### config.mk
export PLATFORM = sky130hd
export DESIGN_NAME = alu_instr_seq
export DESIGN_NICKNAME = d
export VERILOG_FILES = /design/src/rtl/alu_pkg.sv /design/src/rtl/alu_prog_mem.sv /design/src/rtl/alu_instr_seq.sv
export SDC_FILE = /design/constraint.sdc
export NUM_CORES = 1
export LEC_CHECK = 0
export ABC_AREA = 1
export CAP_MARGIN = 25
export CORE_MARGIN = 8
export CORE_UTILIZATION = 63
export CTS_CLUSTER_DIAMETER = 100
export DETAILED_ROUTE_END_ITERATION = 8
export DONT_BUFFER_PORTS = 1
export HOLD_SLACK_MARGIN = 0.1
export PLACE_DENSITY = 0.91
export SYNTH_ARGS = -nofsm -noshare
export SYNTH_HDL_FRONTEND = slang
export SYNTH_SLANG_ARGS = --single-unit
### constraint.sdc
create_clock -name clk -period 1.65 [get_ports clk]
set_input_delay 0.33 -clock clk [delete_from_list [all_inputs] [get_ports clk]]
set_output_delay 0.33 -clock clk [all_outputs]
set_load 0.1 [all_outputs]
### src/rtl/alu_pkg.sv
// rtl/alu_pkg.sv - shared opcodes, NOP word and sequencer state encoding
package alu_pkg;

  localparam logic [1:0] OP_ADD   = 2'b00;
  localparam logic [1:0] OP_SUB   = 2'b01;
  localparam logic [1:0] OP_SHIFT = 2'b10;
  localparam logic [1:0] OP_XNOR  = 2'b11;

  // ADD 0 leaves the accumulator unchanged
  localparam logic [5:0] NOP_WORD = 6'b000000;

  typedef enum logic [2:0] {
    ST_IDLE  = 3'd0,
    ST_CLEAR = 3'd1,
    ST_RUN   = 3'd2,
    ST_DRAIN = 3'd3,
    ST_DONE  = 3'd4
  } seq_state_t;

endpackage

### src/rtl/alu_prog_mem.sv
// rtl/alu_prog_mem.sv - DEPTH x 6 program register file, sync write, async read
module alu_prog_mem
  import alu_pkg::*;
#(
  parameter int DEPTH = 8,
  parameter int AW    = 3
) (
  input  logic          clk,
  input  logic          rst,
  input  logic          we,
  input  logic [AW-1:0] waddr,
  input  logic [5:0]    wdata,
  input  logic [AW-1:0] raddr,
  output logic [5:0]    rdata
);

  logic [5:0] mem_q [DEPTH];
  logic [5:0] mem_d [DEPTH];

  // Next contents: one word replaced on a write, everything else held
  always_comb begin
    for (int i = 0; i < DEPTH; i++) begin
      mem_d[i] = mem_q[i];
    end
    if (we) begin
      mem_d[waddr] = wdata;
    end
  end

  // Storage; reset fills the program with NOPs
  always_ff @(posedge clk) begin
    for (int i = 0; i < DEPTH; i++) begin
      if (rst) begin
        mem_q[i] <= NOP_WORD;
      end else begin
        mem_q[i] <= mem_d[i];
      end
    end
  end

  assign rdata = mem_q[raddr];

endmodule

### src/rtl/alu_instr_seq.sv
// rtl/alu_instr_seq.sv - sequencer issuing a stored program to the accumulator ALU
module alu_instr_seq
  import alu_pkg::*;
#(
  parameter int DEPTH = 8,
  parameter int AW    = 3
) (
  input  logic          clk,
  input  logic          RESET,
  input  logic          wr_en,
  input  logic [AW-1:0] wr_addr,
  input  logic [5:0]    wr_data,
  input  logic          start,
  input  logic [AW:0]   len,
  input  logic [3:0]    alu_out,
  output logic [1:0]    alu_Inst,
  output logic [3:0]    alu_A,
  output logic          alu_rst,
  output logic          busy,
  output logic          done,
  output logic [3:0]    result
);

  localparam logic [AW:0] DEPTH_W = (AW + 1)'(DEPTH);

  seq_state_t  state_q, state_d;
  logic [AW:0] pc_q, pc_d;
  logic [AW:0] eff_len_q, eff_len_d;
  logic [3:0]  result_q, result_d;
  logic [5:0]  mem_rdata;
  logic [5:0]  word;
  logic        mem_we;

  // Program writes only land while the sequencer is idle
  assign mem_we = wr_en && (state_q == ST_IDLE);

  alu_prog_mem #(
    .DEPTH(DEPTH),
    .AW   (AW)
  ) u_prog_mem (
    .clk  (clk),
    .rst  (RESET),
    .we   (mem_we),
    .waddr(wr_addr),
    .wdata(wr_data),
    .raddr(pc_q[AW-1:0]),
    .rdata(mem_rdata)
  );

  // Next-state, pc/length/result updates and ALU-facing outputs
  always_comb begin
    state_d   = state_q;
    pc_d      = pc_q;
    eff_len_d = eff_len_q;
    result_d  = result_q;
    word      = NOP_WORD;
    alu_rst   = 1'b0;
    busy      = 1'b0;
    done      = 1'b0;
    unique case (state_q)
      ST_IDLE: begin
        if (start) begin
          state_d   = ST_CLEAR;
          eff_len_d = (len > DEPTH_W) ? DEPTH_W : len;
          pc_d      = '0;
        end
      end
      ST_CLEAR: begin
        alu_rst = 1'b1;
        busy    = 1'b1;
        state_d = (eff_len_q != '0) ? ST_RUN : ST_DRAIN;
      end
      ST_RUN: begin
        busy = 1'b1;
        word = mem_rdata;
        pc_d = pc_q + (AW + 1)'(1);
        if (pc_q == eff_len_q - (AW + 1)'(1)) begin
          state_d = ST_DRAIN;
        end
      end
      ST_DRAIN: begin
        // The last word has been executed by now; take the accumulator
        busy     = 1'b1;
        result_d = alu_out;
        state_d  = ST_DONE;
      end
      ST_DONE: begin
        done    = 1'b1;
        state_d = ST_IDLE;
      end
      default: begin
        state_d = ST_IDLE;
      end
    endcase
  end

  // State, pc, run length and result registers
  always_ff @(posedge clk) begin
    if (RESET) begin
      state_q   <= ST_IDLE;
      pc_q      <= '0;
      eff_len_q <= '0;
      result_q  <= '0;
    end else begin
      state_q   <= state_d;
      pc_q      <= pc_d;
      eff_len_q <= eff_len_d;
      result_q  <= result_d;
    end
  end

  assign alu_Inst = word[5:4];
  assign alu_A    = word[3:0];
  assign result   = result_q;

endmodule

# == Word level (Yosys, flattened, before mapping) ==
# Memories as Yosys holds them, arrays and structs flattened. A register that Yosys moved wholly into a read port is not among the register bits.
# Cells that the tools add are included.
# word_totals
regBits,15
mem_bits_rw,48
in_bits,21
elab_cells,63
n_memories,1
# mem_list
name,words,width,rd,rd_clocked_by_memory_dff,write_ports,line,text
u_prog_mem.mem_q,8,6,9,1,8,alu_prog_mem.sv:17,logic [5:0] mem_q [DEPTH];
# classes
add_sub_neg,2
order_cmp,3
eq_ne,7
mux,28
bitwise_logic,9
reduce_logical,9
# op_table
cell,count
$mux W6,10
$bwmux W48,1
$mux W48,1
$demux W6 S3,1
$mux W3,4
$pmux W3 S4,1
$mux W4,2
$or A1 B1 Y1,8
$pmux W4 S2,1
$mux W1,7
$eq A3 B2 Y1 const B,2
$reduce_and A2 Y1,3
$add A4 B1 Y4 const B,1
$eq A4 B4 Y1,1
$ge A4 B4 Y1 const B,1
$gt A4 B4 Y1 const B,1
$lt A4 B1 Y1 const B,1
$ne A2 B2 Y1 const B,2
$not A3 Y4,1
$reduce_bool A4 Y1,1
$sub A4 B1 Y4 const B,1
$eq A3 B1 Y1 const B,1
$eq A3 B3 Y1 const B,1
$logic_not A3 Y1,1
other kinds (3),4

# == Longest topological paths before layout ==
# Gate-level depths: netlist of run 1.
# logic_depth
ltp_word,8
mapped_depth,11
depth_no_buf,11

# == Modules after synthesis ==
# A second synthesis of run 1 with hierarchy kept.
# hier_totals
hier_cells,510
area_unflattened_um2,3181.8
# by_module_without_submodules
mod,n_inst,cells_per_inst,area_each_um2,seq_area_each_um2
alu_prog_mem,1,385,2363.5,960.9
alu_instr_seq,1,125,818.3,300.3

# == Worst setup path before layout of run 1 ==
# No wires, ideal clock.
# synth_timing
path_type,reg-to-output
start,register state_q[2]
end,output port done
arrival_time_ps,2604
setup_slack_ps,-1284
path_stages_with_launch,2
path_cell_list,dfxtp_1 nor3b_1
# synth_via
elab_chain_cells,2
# synth_lines
element,line,text
from (decl),alu_instr_seq.sv:26,"seq_state_t state_q, state_d;"
from (signal assigned),alu_instr_seq.sv:105,state_q <= state_d;
$eq A3 B3 Y1,alu_instr_seq.sv:60,unique case (state_q)
$mux W1,alu_instr_seq.sv:60,
to (decl),alu_instr_seq.sv:20,"output logic done,"
# No other way between the ends.

==> impl_metrics.csv, run 1 <==
group,metric,value,unit
run_status,status,"complete, but fails checks",
run_status,violations,"negative setup slack",
floorplan,die_area,7500,um2
routing,dr.pass1.iters,8,
power,peakVddDrop,1.50,mV
synth,synth_top_area_frac,0.420,
timing,fin_ws,-505,ps
cts,numClockSinks,66,
final_layout,nFillCells,227,
final_layout,layout_commonest_cell,"nor2_1",
synth,netlist_instances,439,
setup_path,cp.required,1320,ps
setup_path,crit_fanout,4,
cts,clk_pin_slew,80,ps
timing,slew_headroom,0.734,
final_layout,multiInputGateArea,1830,um2
routing,via_count,3441,
final_layout,design_area,4050,um2
floorplan,rows,25,
cts,clock_path_buffers,2,
routing,ant_nets,0,
routing,wire_per_inst,21.3,um
timing,finalSetupViolCount,11,
synth,ys.warnings.count,0,
timing,drv_slew,0,
timing,period_share,1.31,
floorplan,start_util,0.661,
timing,worstMarginPinSlew,398,ps
cts,cts_max_level,3,
cts,cts_made_buffers,9,
power,power_density,1150,nW/um2
final_layout,fin_nets,484,
power,power_frac_seq,0.380,
global_routing,grt_pass1_vias,3037,
placement,port_buffers,0,
setup_path,arrival,1820,ps
timing,hold-worst-slack,103,ps
power,clock_power_share,0.333,
power,power.internal,0.00303,W
timing,hold_viol_final,0,
synth,synthesis.area,3140,um2
power,switching_power,0.00164,W
synth,synthTopCellsByArea,"dfxtp_1 (42%), nor2_1 (19%), o21ai_0 (7.8%), o21ai_1 (5.4%), nor2_8 (5.1%)",
cts,cts_tree,"yes",
synth,synth_area_per_cell,7.16,um2
setup_path,crit_path_end_kind,"output port",
synth,synth_top_area_cell,"dfxtp_1",
flow_run,drv_cap,0,
global_routing,antenna_found_initial,0,
timing,rsz0062_at_grt,"yes",
global_routing,grt_max_degree,47,
synth,synth_cell_type_count,26,
final_layout,layout-drive-gt1-share,0.270,
min_path,hold_path.class,"input port to flip-flop",
synth,ys_seq_area_frac,0.420,
setup_path,start_kind,"flip-flop",
power,combPwrFrac,0.287,
floorplan,ioPinCount,34,
routing,first_iter_violations,529,
timing,fmax,0.464,GHz
timing,period_minus_slack,2150,ps
floorplan,core-area,4750,um2
synth,ys_ff_latch,66,
routing,vias_per_cell,6.46,
setup_path,critPathKind,"flip-flop to output port",
final_layout,antennaDiodeCount,0,
final_layout,final_cell_mix,"nor2_1 (137), dfxtp_1 (59), o21ai_1 (37)",
routing,routed_wl,11.4,mm
cts,clkLatencyLatePin,370,ps
power,p_sw_frac,0.351,
cts,root_buffer,"clkbuf_8",
floorplan,die_w,86.6,um
global_routing,grt_pass1_wl,14.9,mm
global_routing,gr-total-overflow,0,
routing,post-route-drc-count,0,
timing,skew,12.3,ps
power,p_leak,1.81,nW
floorplan,die_height,86.6,um
placement,dp_hpwl,5.94,mm
final_layout,seqCellArea,1340,um2
synth,synth_nets,462,
placement,place_area,3550,um2
global_routing,grt_usage,0.257,
placement,gp_congestion,0.936,
final_layout,area_growth,28.9,%
## what timing repair did
item,4_1_cts,5_1_grt
resized for setup,8,70
setup buffers,1,3
cloned,0,2
endpoints found under the setup margin,7,34
endpoints found under the hold margin,12,0
hold buffers,1,0
pin swaps,1,31
## cells by family after synthesis
kind of cell,Yosys count,share of synthesized area
buffers and inverters,54,0.0748
AOI/OAI and AO/OA,99,0.162
adders and majority gates,2,0.00796
xor gates and xnor gates,1,0.00279
muxes,6,0.0191
DFF,66,0.420
and+or+nand+nor,211,0.312
## per-layer routing
metal / vias to the layer above / wire length (um) / track usage
li1: 1460 / - / -
met1: 1588 / 3820 / 0.280
met2: 294 / 5410 / 0.426
met3: 99 / 1380 / 0.0709
met4: 0 / 767 / 0.175
met5: - / 0 / 0
## power groups by stage
stage          Combinational, W  Sequential, W  Clock (W)
2_1_floorplan          0.000746        0.00184          0
3_3_place_gp            0.00102        0.00178          0
3_5_place_dp            0.00106        0.00178          0
4_1_cts                 0.00109        0.00175    0.00151
5_1_grt                 0.00141        0.00178    0.00162
6_report                0.00134        0.00178    0.00156
## final timing paths
check        cells past startpoint                                  end  slack [ps]                 startpoint
max                              8                             alu_A[3]        -500                  flip-flop
min                              2  u_prog_mem.mem_q[3][1]$_SDFFE_PP0P_         100                 wr_data[1]
max reg2reg                     11              state_q[0]$_SDFFE_PP0P_         -20  eff_len_q[0]$_SDFFE_PP0P_
min reg2reg                      2            eff_len_q[1]$_SDFFE_PP0P_         490  eff_len_q[1]$_SDFFE_PP0P_
## layout make-up
class | instances | area share
Multi-Input combinational cell | 319 | 0.452
Sequential cell | 66 | 0.329
Timing Repair Buffer | 30 | 0.103
Inverter | 35 | 0.0408
Clock buffer | 11 | 0.0349
Tap cell | 67 | 0.0207
Clock inverter | 5 | 0.0191
## per-stage QoR
| stage | cells | utilization | setup slack (ps) | TNS [ps] | total power [W] |
|---|---|---|---|---|---|
| 6_report | 533 | 0.852 | -505 | -2710 | 0.00467 |
| 5_1_grt | 533 | 0.852 | -604 | -3910 | 0.00481 |
| 4_1_cts | 532 | 0.800 | -381 | -2160 | 0.00435 |
| 3_5_place_dp | 514 | 0.748 | -95.7 | -113 | 0.00284 |
| 3_3_place_gp | 514 | 0.748 | 27.7 | 0 | 0.00280 |
| 2_1_floorplan | 439 | - | -300 | -724 | 0.00258 |
## registers in the layout, summed over array words and instances (netlist names), named ones only
name,flops
eff_len_q,4
pc_q,4
result,4
state_q,3
u_prog_mem.mem_q,48
## worst max-delay path, stage by stage, from the launching register on
cell	delay, ps
dfxtp_4	400
buf_2	170
nor2_1	60
nor2_1	140
o21ai_1	90
o21ai_1	170
o21ai_2	110
nor2_4	140
buf_12	180
## synth_stat cells
cell type and instances:
nor2_1 159, dfxtp_1 66, o21ai_0 49, o21ai_1 34, nand2_1 30, inv_1 24, buf_2 12, nor2_8 8
a21oi_1 7, clkbuf_1 7, inv_2 6, mux2i_1 6, o22ai_1 6, nand3_1 5, inv_4 4, a211oi_1 2
ha_1 2, nand2_8 2, nor2_2 2, nor3_1 2, a22oi_1 1, inv_8 1, nand2_4 1, nand4_1 1
nor3b_1 1, xor2_1 1
Power figures use the tool's default switching activity.
==> run 2: changes to the inputs <==
--- a/config.mk
+++ b/config.mk
@@ -14,6 +14,7 @@
 export DONT_BUFFER_PORTS = 1
 export HOLD_SLACK_MARGIN = 0.1
 export PLACE_DENSITY = 0.91
+export SLEW_MARGIN = 15
 export SYNTH_ARGS = -nofsm -noshare
 export SYNTH_HDL_FRONTEND = slang
 export SYNTH_SLANG_ARGS = --single-unit
==> results of run 2 <==
No change in the layout: final DEF, timing and power equal those of run 1.
